==> src/rtl/perceptron_pkg.sv <==
// Shared types and sizing helpers for the perceptron trainer and evaluator.
package perceptron_pkg;

    typedef enum logic [1:0] {
        ST_IDLE   = 2'd0,
        ST_ACCUM  = 2'd1,
        ST_DECIDE = 2'd2
    } state_t;

    localparam int N_IN_DEFAULT    = 8;
    localparam int W_WIDTH_DEFAULT = 8;
    localparam int EPOCH_W         = 16;

    // Accumulator must hold N_IN worst-case weights plus a sign bit.
    function automatic int acc_width(input int n_in, input int w_width);
        return w_width + $clog2(n_in) + 1;
    endfunction

endpackage

==> src/rtl/perceptron_sat_add.sv <==
// Signed add of two operands with the result clamped to the output width.
module perceptron_sat_add #(
    parameter int A_W = 8,
    parameter int B_W = 8,
    parameter int Y_W = 8
) (
    input  logic signed [A_W-1:0] a,
    input  logic signed [B_W-1:0] b,
    output logic signed [Y_W-1:0] y
);

    localparam int S_W = ((A_W > B_W) ? A_W : B_W) + 1;
    localparam int C_W = (S_W > Y_W) ? S_W : Y_W;

    logic signed [S_W-1:0] sum;
    logic signed [C_W-1:0] sum_ext;
    logic signed [C_W-1:0] y_max;
    logic signed [C_W-1:0] y_min;

    always_comb begin
        sum     = S_W'(a) + S_W'(b);
        sum_ext = C_W'(sum);
        y_max   = C_W'({1'b0, {(Y_W-1){1'b1}}});
        y_min   = ~y_max;
        if (sum_ext > y_max) begin
            y = y_max[Y_W-1:0];
        end else if (sum_ext < y_min) begin
            y = y_min[Y_W-1:0];
        end else begin
            y = sum_ext[Y_W-1:0];
        end
    end

endmodule

==> src/rtl/perceptron_trainer.sv <==
// Online perceptron trainer: serial dot-product evaluation, learning-rule update,
// epoch counting and convergence tracking.
module perceptron_trainer
    import perceptron_pkg::*;
#(
    parameter int N_IN     = N_IN_DEFAULT,
    parameter int W_WIDTH  = W_WIDTH_DEFAULT,
    parameter int THR_INIT = 4,
    parameter int LR       = 1,
    localparam int ACC_W   = acc_width(N_IN, W_WIDTH)
) (
    input  logic                      clk,
    input  logic                      reset,
    input  logic                      s_valid,
    output logic                      s_ready,
    input  logic [N_IN-1:0]           s_in,
    input  logic                      s_exp,
    input  logic                      s_last,
    input  logic                      train_en,
    output logic                      res_valid,
    output logic                      res,
    output logic                      err,
    output logic [N_IN*W_WIDTH-1:0]   weights,
    output logic signed [ACC_W-1:0]   thresh,
    output logic                      converged,
    output logic [EPOCH_W-1:0]        epoch_cnt
);

    localparam int IDX_W = (N_IN > 1) ? $clog2(N_IN) : 1;

    state_t state;
    state_t state_next;

    logic                       accept;
    logic                       accum_en;
    logic                       decide_en;

    logic [N_IN-1:0]            x_q;
    logic                       exp_q;
    logic                       last_q;
    logic                       train_q;
    logic [IDX_W-1:0]           idx;
    logic signed [ACC_W-1:0]    acc;
    logic                       err_seen;
    logic signed [W_WIDTH-1:0]  w_q   [N_IN];
    logic signed [W_WIDTH-1:0]  w_sum [N_IN];
    logic signed [ACC_W-1:0]    thr_sum;

    logic signed [W_WIDTH-1:0]  w_cur;
    logic signed [ACC_W-1:0]    acc_next;
    logic                       res_c;
    logic                       err_c;
    logic                       upd;
    logic signed [W_WIDTH-1:0]  delta;
    logic signed [W_WIDTH-1:0]  neg_delta;

    always_ff @(posedge clk) begin
        if (reset) begin
            state <= ST_IDLE;
        end else begin
            state <= state_next;
        end
    end

    always_comb begin
        state_next = state;
        case (state)
            ST_IDLE: begin
                if (s_valid) begin
                    state_next = ST_ACCUM;
                end
            end
            ST_ACCUM: begin
                if (idx == IDX_W'(N_IN - 1)) begin
                    state_next = ST_DECIDE;
                end
            end
            ST_DECIDE: begin
                state_next = ST_IDLE;
            end
            default: begin
                state_next = ST_IDLE;
            end
        endcase
    end

    always_comb begin
        s_ready   = (state == ST_IDLE);
        accept    = (state == ST_IDLE) && s_valid;
        accum_en  = (state == ST_ACCUM);
        decide_en = (state == ST_DECIDE);
    end

    always_comb begin
        w_cur     = w_q[idx];
        acc_next  = acc + ACC_W'(w_cur);
        res_c     = (acc >= thresh);
        err_c     = res_c ^ exp_q;
        upd       = err_c & train_q;
        delta     = exp_q ? W_WIDTH'(LR) : -W_WIDTH'(LR);
        neg_delta = -delta;
    end

    // Candidate updates are always computed; they are committed only on a training error.
    for (genvar i = 0; i < N_IN; i++) begin : g_weight
        perceptron_sat_add #(
            .A_W (W_WIDTH),
            .B_W (W_WIDTH),
            .Y_W (W_WIDTH)
        ) u_sat_w (
            .a (w_q[i]),
            .b (delta),
            .y (w_sum[i])
        );

        assign weights[i*W_WIDTH +: W_WIDTH] = w_q[i];
    end

    perceptron_sat_add #(
        .A_W (ACC_W),
        .B_W (W_WIDTH),
        .Y_W (ACC_W)
    ) u_sat_thr (
        .a (thresh),
        .b (neg_delta),
        .y (thr_sum)
    );

    always_ff @(posedge clk) begin
        if (reset) begin
            x_q       <= '0;
            exp_q     <= 1'b0;
            last_q    <= 1'b0;
            train_q   <= 1'b0;
            idx       <= '0;
            acc       <= '0;
            err_seen  <= 1'b0;
            res_valid <= 1'b0;
            res       <= 1'b0;
            err       <= 1'b0;
            converged <= 1'b0;
            epoch_cnt <= '0;
            thresh    <= ACC_W'(THR_INIT);
            for (int i = 0; i < N_IN; i++) begin
                w_q[i] <= '0;
            end
        end else begin
            res_valid <= 1'b0;

            if (accept) begin
                x_q     <= s_in;
                exp_q   <= s_exp;
                last_q  <= s_last;
                train_q <= train_en;
                acc     <= '0;
                idx     <= '0;
            end

            if (accum_en) begin
                if (x_q[idx]) begin
                    acc <= acc_next;
                end
                idx <= idx + IDX_W'(1);
            end

            if (decide_en) begin
                res       <= res_c;
                err       <= err_c;
                res_valid <= 1'b1;
                if (upd) begin
                    for (int i = 0; i < N_IN; i++) begin
                        if (x_q[i]) begin
                            w_q[i] <= w_sum[i];
                        end
                    end
                    thresh <= thr_sum;
                end
                // Epoch boundary folds in this sample's error before judging convergence.
                if (last_q) begin
                    if (epoch_cnt != {EPOCH_W{1'b1}}) begin
                        epoch_cnt <= epoch_cnt + EPOCH_W'(1);
                    end
                    if (!(err_seen | err_c)) begin
                        converged <= 1'b1;
                    end
                    err_seen <= 1'b0;
                end else begin
                    err_seen <= err_seen | err_c;
                end
            end
        end
    end

endmodule

==> config.mk <==
export PLATFORM = sky130hd
export DESIGN_NAME = perceptron_trainer
export DESIGN_NICKNAME = d
export VERILOG_FILES = /design/src/rtl/perceptron_pkg.sv /design/src/rtl/perceptron_sat_add.sv /design/src/rtl/perceptron_trainer.sv
export SDC_FILE = /design/constraint.sdc
export NUM_CORES = 1
export LEC_CHECK = 0
export ABC_AREA = 1
export BUFFER_PORTS_ARGS = -buffer_cell sky130_fd_sc_hd__clkbuf_2
export CAP_MARGIN = 20
export CORE_ASPECT_RATIO = 0.8
export CORE_MARGIN = 3
export CORE_UTILIZATION = 35
export DETAILED_ROUTE_END_ITERATION = 10
export GPL_TIMING_DRIVEN = 0
export PLACE_DENSITY_LB_ADDON = 0.08
export SYNTH_ARGS = -nofsm -noshare
export SYNTH_HDL_FRONTEND = slang
export SYNTH_SLANG_ARGS = --single-unit
==> constraint.sdc <==
create_clock -name clk -period 3.6 [get_ports clk]
set_clock_uncertainty 0.1 [all_clocks]
set_input_delay 0.72 -clock clk [delete_from_list [all_inputs] [get_ports clk]]
set_output_delay 0.72 -clock clk [all_outputs]
set_load 0.01 [all_outputs]
After elaboration in Yosys (flattened, before gate mapping)
Memories as Yosys holds them, arrays and structs flattened. A register that Yosys moved wholly into a read port is not among the register bits. Index checks and enable logic that the tools add are counted.

Register bits after elaboration: 61. RAM bits: 64. Input port bits: 14. Output and inout bits: 97. Word-level logic and storage cells: 156. Memories kept: 1.

Add/sub/neg operators: 13. Order comparisons: 20. Equal/unequal tests: 6. Mux-type cells: 83. Bitwise operators: 12. Reduce and logical (&&, ||, !) cells: 7.

Memory list: w_q (words 8, width 8, rd ports 9, clocked after memory_dff 1, write ports 8, RTL line perceptron_trainer.sv:45) `logic signed [W_WIDTH-1:0] w_q [N_IN];`.

Operators by type and width (count): $mux W8 (25); $add A8 B8 Y9 (8); $gt A9 B8 Y1 const B (8); $lt A9 B8 Y1 const B (8); $mux W12 (5); $mux W1 (45); $add A16 B1 Y16 const B (1); $ne A16 B16 Y1 const B (1); $add A12 B8 Y13 (1); $gt A13 B12 Y1 const B (1); $lt A13 B12 Y1 const B (1); $add A12 B8 Y12 (1); $ge A12 B12 Y1 (1); $mux W3 (4); $or A1 B1 Y1 (9); $neg A8 Y8 (1); $reduce_and A3 Y1 (2); $lt A3 B4 Y1 const B (1); $mux W2 (2); $pmux W2 S2 (1); $reduce_and A2 Y1 (2); $add A3 B1 Y3 const B (1); $bmux W1 S3 (1); $eq A3 B3 Y1 const B (1); 10 further kinds (10).

Depth between registers and ports, before layout
Depth in word-level cells: 8. Mapped depth: 19. Gate-level depth less buffers: 18.

Cells and area by module
Synthesis repeated with hierarchy kept, for this count alone.

Cells, all modules: 1631. Area, all modules: 11661.2 um^2.

Modules (own cells, without submodules): perceptron_trainer (instances 1, cells each 857, area each 7045.5 um^2, sequential area each 3203.1 um^2); perceptron_sat_add (g_weight[2].u_sat_w ...) (instances 5, cells each 79, area each 471.7 um^2, sequential area each 0.0 um^2); perceptron_sat_add (g_weight[0].u_sat_w ...) (instances 3, cells each 81, area each 511.7 um^2, sequential area each 0.0 um^2); perceptron_sat_add (u_sat_thr) (instances 1, cells each 136, area each 721.9 um^2, sequential area each 0.0 um^2).

Least setup slack after synthesis
OpenSTA, ideal clock, no wires.

Path kind: reg2reg. From: reg exp_q. To: mem w_q[6][3] (netlist name) (data pin). Library setup time: 272 ps. Data arrival time: 3274 ps. Required time: 3228 ps. Slack: -45 ps. Stages on the path, launching flop included: 14. Buffers on the path: 0. Clock period less this slack: 3645 ps. Cells stage by stage: dfxtp_1 -> inv_1 -> ha_1 -> a21oi_1 -> o21ai_0 -> nand2_1 -> nand2_1 -> a21oi_1 -> xor2_1 -> inv_1 -> nand3_1 -> nand2_1 -> nand2_1 -> a21oi_1.

RTL lines: from (decl) (RTL line perceptron_trainer.sv:39) `logic exp_q;`; from (signal assigned) (RTL line perceptron_trainer.sv:152) `exp_q <= s_exp;`; to (decl) (RTL line perceptron_trainer.sv:45).

==> results.cfg <==
[status]
outcome = completed

[route]
ant_nets = 0
vias = 9972
vias_per_cell = 5.09
drtPass1Iterations = 5
route.detailed.drc = 0
wl_per_cell_um = 16.6
first_iter_violations = 678
drt-total-wl_mm = 32.5

[placement]
io_buffer_count = 110
placed_cell_area_sq_um = 11400
place.gp.congestion = 0.902
dp_hpwl_mm = 25.7
pre_cts_slack_ns = -1.06

[sta]
rsz0062_at_grt = false
min_period_ns = 3.41
finalCritPeriodShare_pct = 94.6
fmax_mhz = 294
final_hold_viol_count = 0
max_slew_margin_pct = 45.5
setup_violations = 0
final.setup.tns_ns = 0
drv_slew = 0
fin_ws_ns = 0.193
tightest_slew_ns = 0.817

[synthesis]
syn_area_sq_um = 10300
syn_inst = 1438
yosysTopAreaCell = edfxtp_1
synth_edf_count = 64
yosysWarningCount = 0
synth-async-reset-ratio_pct = 0
ys.flop_type = edfxtp_1
synth_cell_types = 49
syn_area_per_cell_sq_um = 7.19
ys_ff_latch = 128
synth_nets = 1564
yosysSeqAreaShare_pct = 31.0
synth_top_area_share_pct = 18.6
synthTopCellsByArea = edfxtp_1 19%, dfxtp_1 12%, ha_1 12%

[layout]
layout_commonest_cell = nand2_1
design_area_sq_um = 12000
nets = 1701
drive_gt1_share_pct = 12.0
syn_to_final_growth_pct = 16.4
fillers = 3010
antenna_cells = 0
fin_util_pct = 41.9
final_cell_mix = 322 x nand2_1, 193 x inv_1, 155 x nor2_1, 141 x a21oi_1, 112 x clkbuf_2

[clock_network]
cts_sinks = 128
htreeDepth = 4
hold_buffers = 0
clock_latency_ns = 0.43
cts_tree = done
cts_buffers = 17
clockRootBuffer = clkbuf_16
clock_tree.buffer_depth = 2
cts.clk_slew.worst_paths_ns = 0.07

[power_and_ir_drop]
p_leak_nw = 5.68
powerDensity_nw_per_um2 = 452
peakVddDrop_uv = 344

[grt]
grtUsageTotal_pct = 20.3
grt_pass1_wl_mm = 50.7
grt_overflow = 0
grt_pass1_vias = 9102
antenna_found_initial = 0
grt_max_degree = 23

[critical_path]
crit_chain = buf_2 > inv_1 > buf_2 > nor2_1 > o22ai_1 > nor2_1 > a31oi_1 > ha_1 > a21oi_1 > o21ai_0 > a21oi_1 > nor2_1 > o21ai_0 > nand2_1 > o21ai_0 > nand2_1 > nand2_1
start_kind = flop
slowest_stage = ha_1
slowest_delay_ns = 0.35
end_kind = flop
required_ns = 3.87
worst-path-max-fanout = 12
critical_path_class = flop to flop
cp.arrival_ns = 3.68

[hold_path]
min_path_type = flop to flop
min_from = converged$_SDFFE_PP0P_

[floorplan]
die_w_um = 198
rows = 55
die_height_um = 160
design.die.area_sq_um = 31700
io_pins = 111
initial_utilization_pct = 36.0
design.core.area_sq_um = 28700

[run]
drv_cap = 0
-- sequential cells by signal, indices dropped and copies added (netlist names), named ones only --
signal     count
last_q         1
err_seen       1
w_q           64
train_q        1
acc           12
res_valid      1
epoch_cnt     16
exp_q          1
thresh        12
state          2
x_q            8
idx            3
converged      1
err            1
res            1
-- what timing repair did --
item / 4_1_cts / 5_1_grt
resized for setup: 3 / 7
endpoints found under the setup margin: 110 / 11
setup buffers: 5 / 1
gates cloned: 1 / 0
-- cells in the mapped netlist (2+ instances only) --
master    count
nand2_1     322
inv_1       194
nor2_1      155
a21oi_1     141
ha_1        102
o21ai_0      85
dfxtp_1      64
edfxtp_1     64
nand3_1      63
nor3_1       35
nand4_1      34
xor2_1       27
xnor2_1      19
clkbuf_1     17
a31oi_1      11
fa_1         10
a211oi_1      7
buf_2         6
nand3b_1      6
o21bai_1      6
o31ai_1       6
or2_2         6
o211ai_1      5
o22ai_1       5
nand3_4       4
o221ai_1      4
a21oi_2       3
a22oi_1       3
and3_1        3
o21ai_1       3
a21o_1        2
a221oi_1      2
a32o_1        2
maj3_1        2
nand3_2       2
nor2_2        2
nor2_4        2
o21a_1        2
o311ai_0      2
-- worst paths after layout --
kind                       endpoint  slack (ns)  cells after the start
max               acc[8]$_SDFF_PP0_        0.19                     17
min          converged$_SDFFE_PP0P_        0.37                      2
max reg2reg       acc[8]$_SDFF_PP0_        0.19                     17
min reg2reg  converged$_SDFFE_PP0P_        0.37                      2
-- critical path, delay by kind of cell (launching register included) --
kind / cells / cell delay, ns
flip-flops: 1 / 0.29
buffers and inverters: 3 / 0.72
AO/OA/AOI/OAI: 7 / 1.40
AND/OR/NAND/NOR: 6 / 0.48
adder cells (fa/ha/maj): 1 / 0.35
-- cells by family after synthesis --
| kind of cell | count (synthesis) | synth area share, % |
|---|---|---|
| compound gates | 290 | 15.6 |
| xor+xnor | 46 | 3.90 |
| fa+ha+maj | 114 | 14.5 |
| buf+inv | 221 | 8.37 |
| flops | 128 | 31.0 |
| simple gates | 639 | 26.7 |
-- metrics by stage --
stage | total power, mW | hold slack (ns) | instances
4_1_cts | 5.47 | 0.373 | 1958
3_3_place_gp | 3.76 | 0.357 | 1918
3_5_place_dp | 3.77 | 0.360 | 1920
5_1_grt | 5.84 | 0.385 | 1958
6_report | 5.44 | 0.368 | 1958
2_1_floorplan | 3.24 | 0.339 | 1438
-- area by class of cell --
| cell class | instances | area (sq um) | area share [%] |
|---|---|---|---|
| clock buffer | 19 | 464 | 3.86 |
| buffer | 25 | 133 | 1.10 |
| multi-input combinational | 1089 | 6280 | 52.2 |
| timing repair buffer | 118 | 643 | 5.34 |
| clock inverter | 13 | 95.1 | 0.790 |
| tap | 370 | 463 | 3.85 |
| sequential | 128 | 3210 | 26.7 |
| inverter | 195 | 737 | 6.12 |
| timing repair inverter | 1 | 7.51 | 0.0624 |
-- power breakdown --
group          leakage, nW  switching (mW)  internal [mW]
logic                 4.22            1.23          0.702
registers             1.18           0.155           1.68
clock network        0.282           0.723          0.950
total                 5.68            2.11           3.33
-- per-layer routing --
metal | share of wire (%) | vias up | global-route usage (%)
met3 | 5.5 | 15 | 4.58
met1 | 53 | 4582 | 31.7
met2 | 41 | 224 | 29.0
li1 | - | 5151 | -
met5 | 0 | - | 0
met4 | 0.60 | 0 | 2.73
No activity file was read; power rests on OpenSTA's default activity.
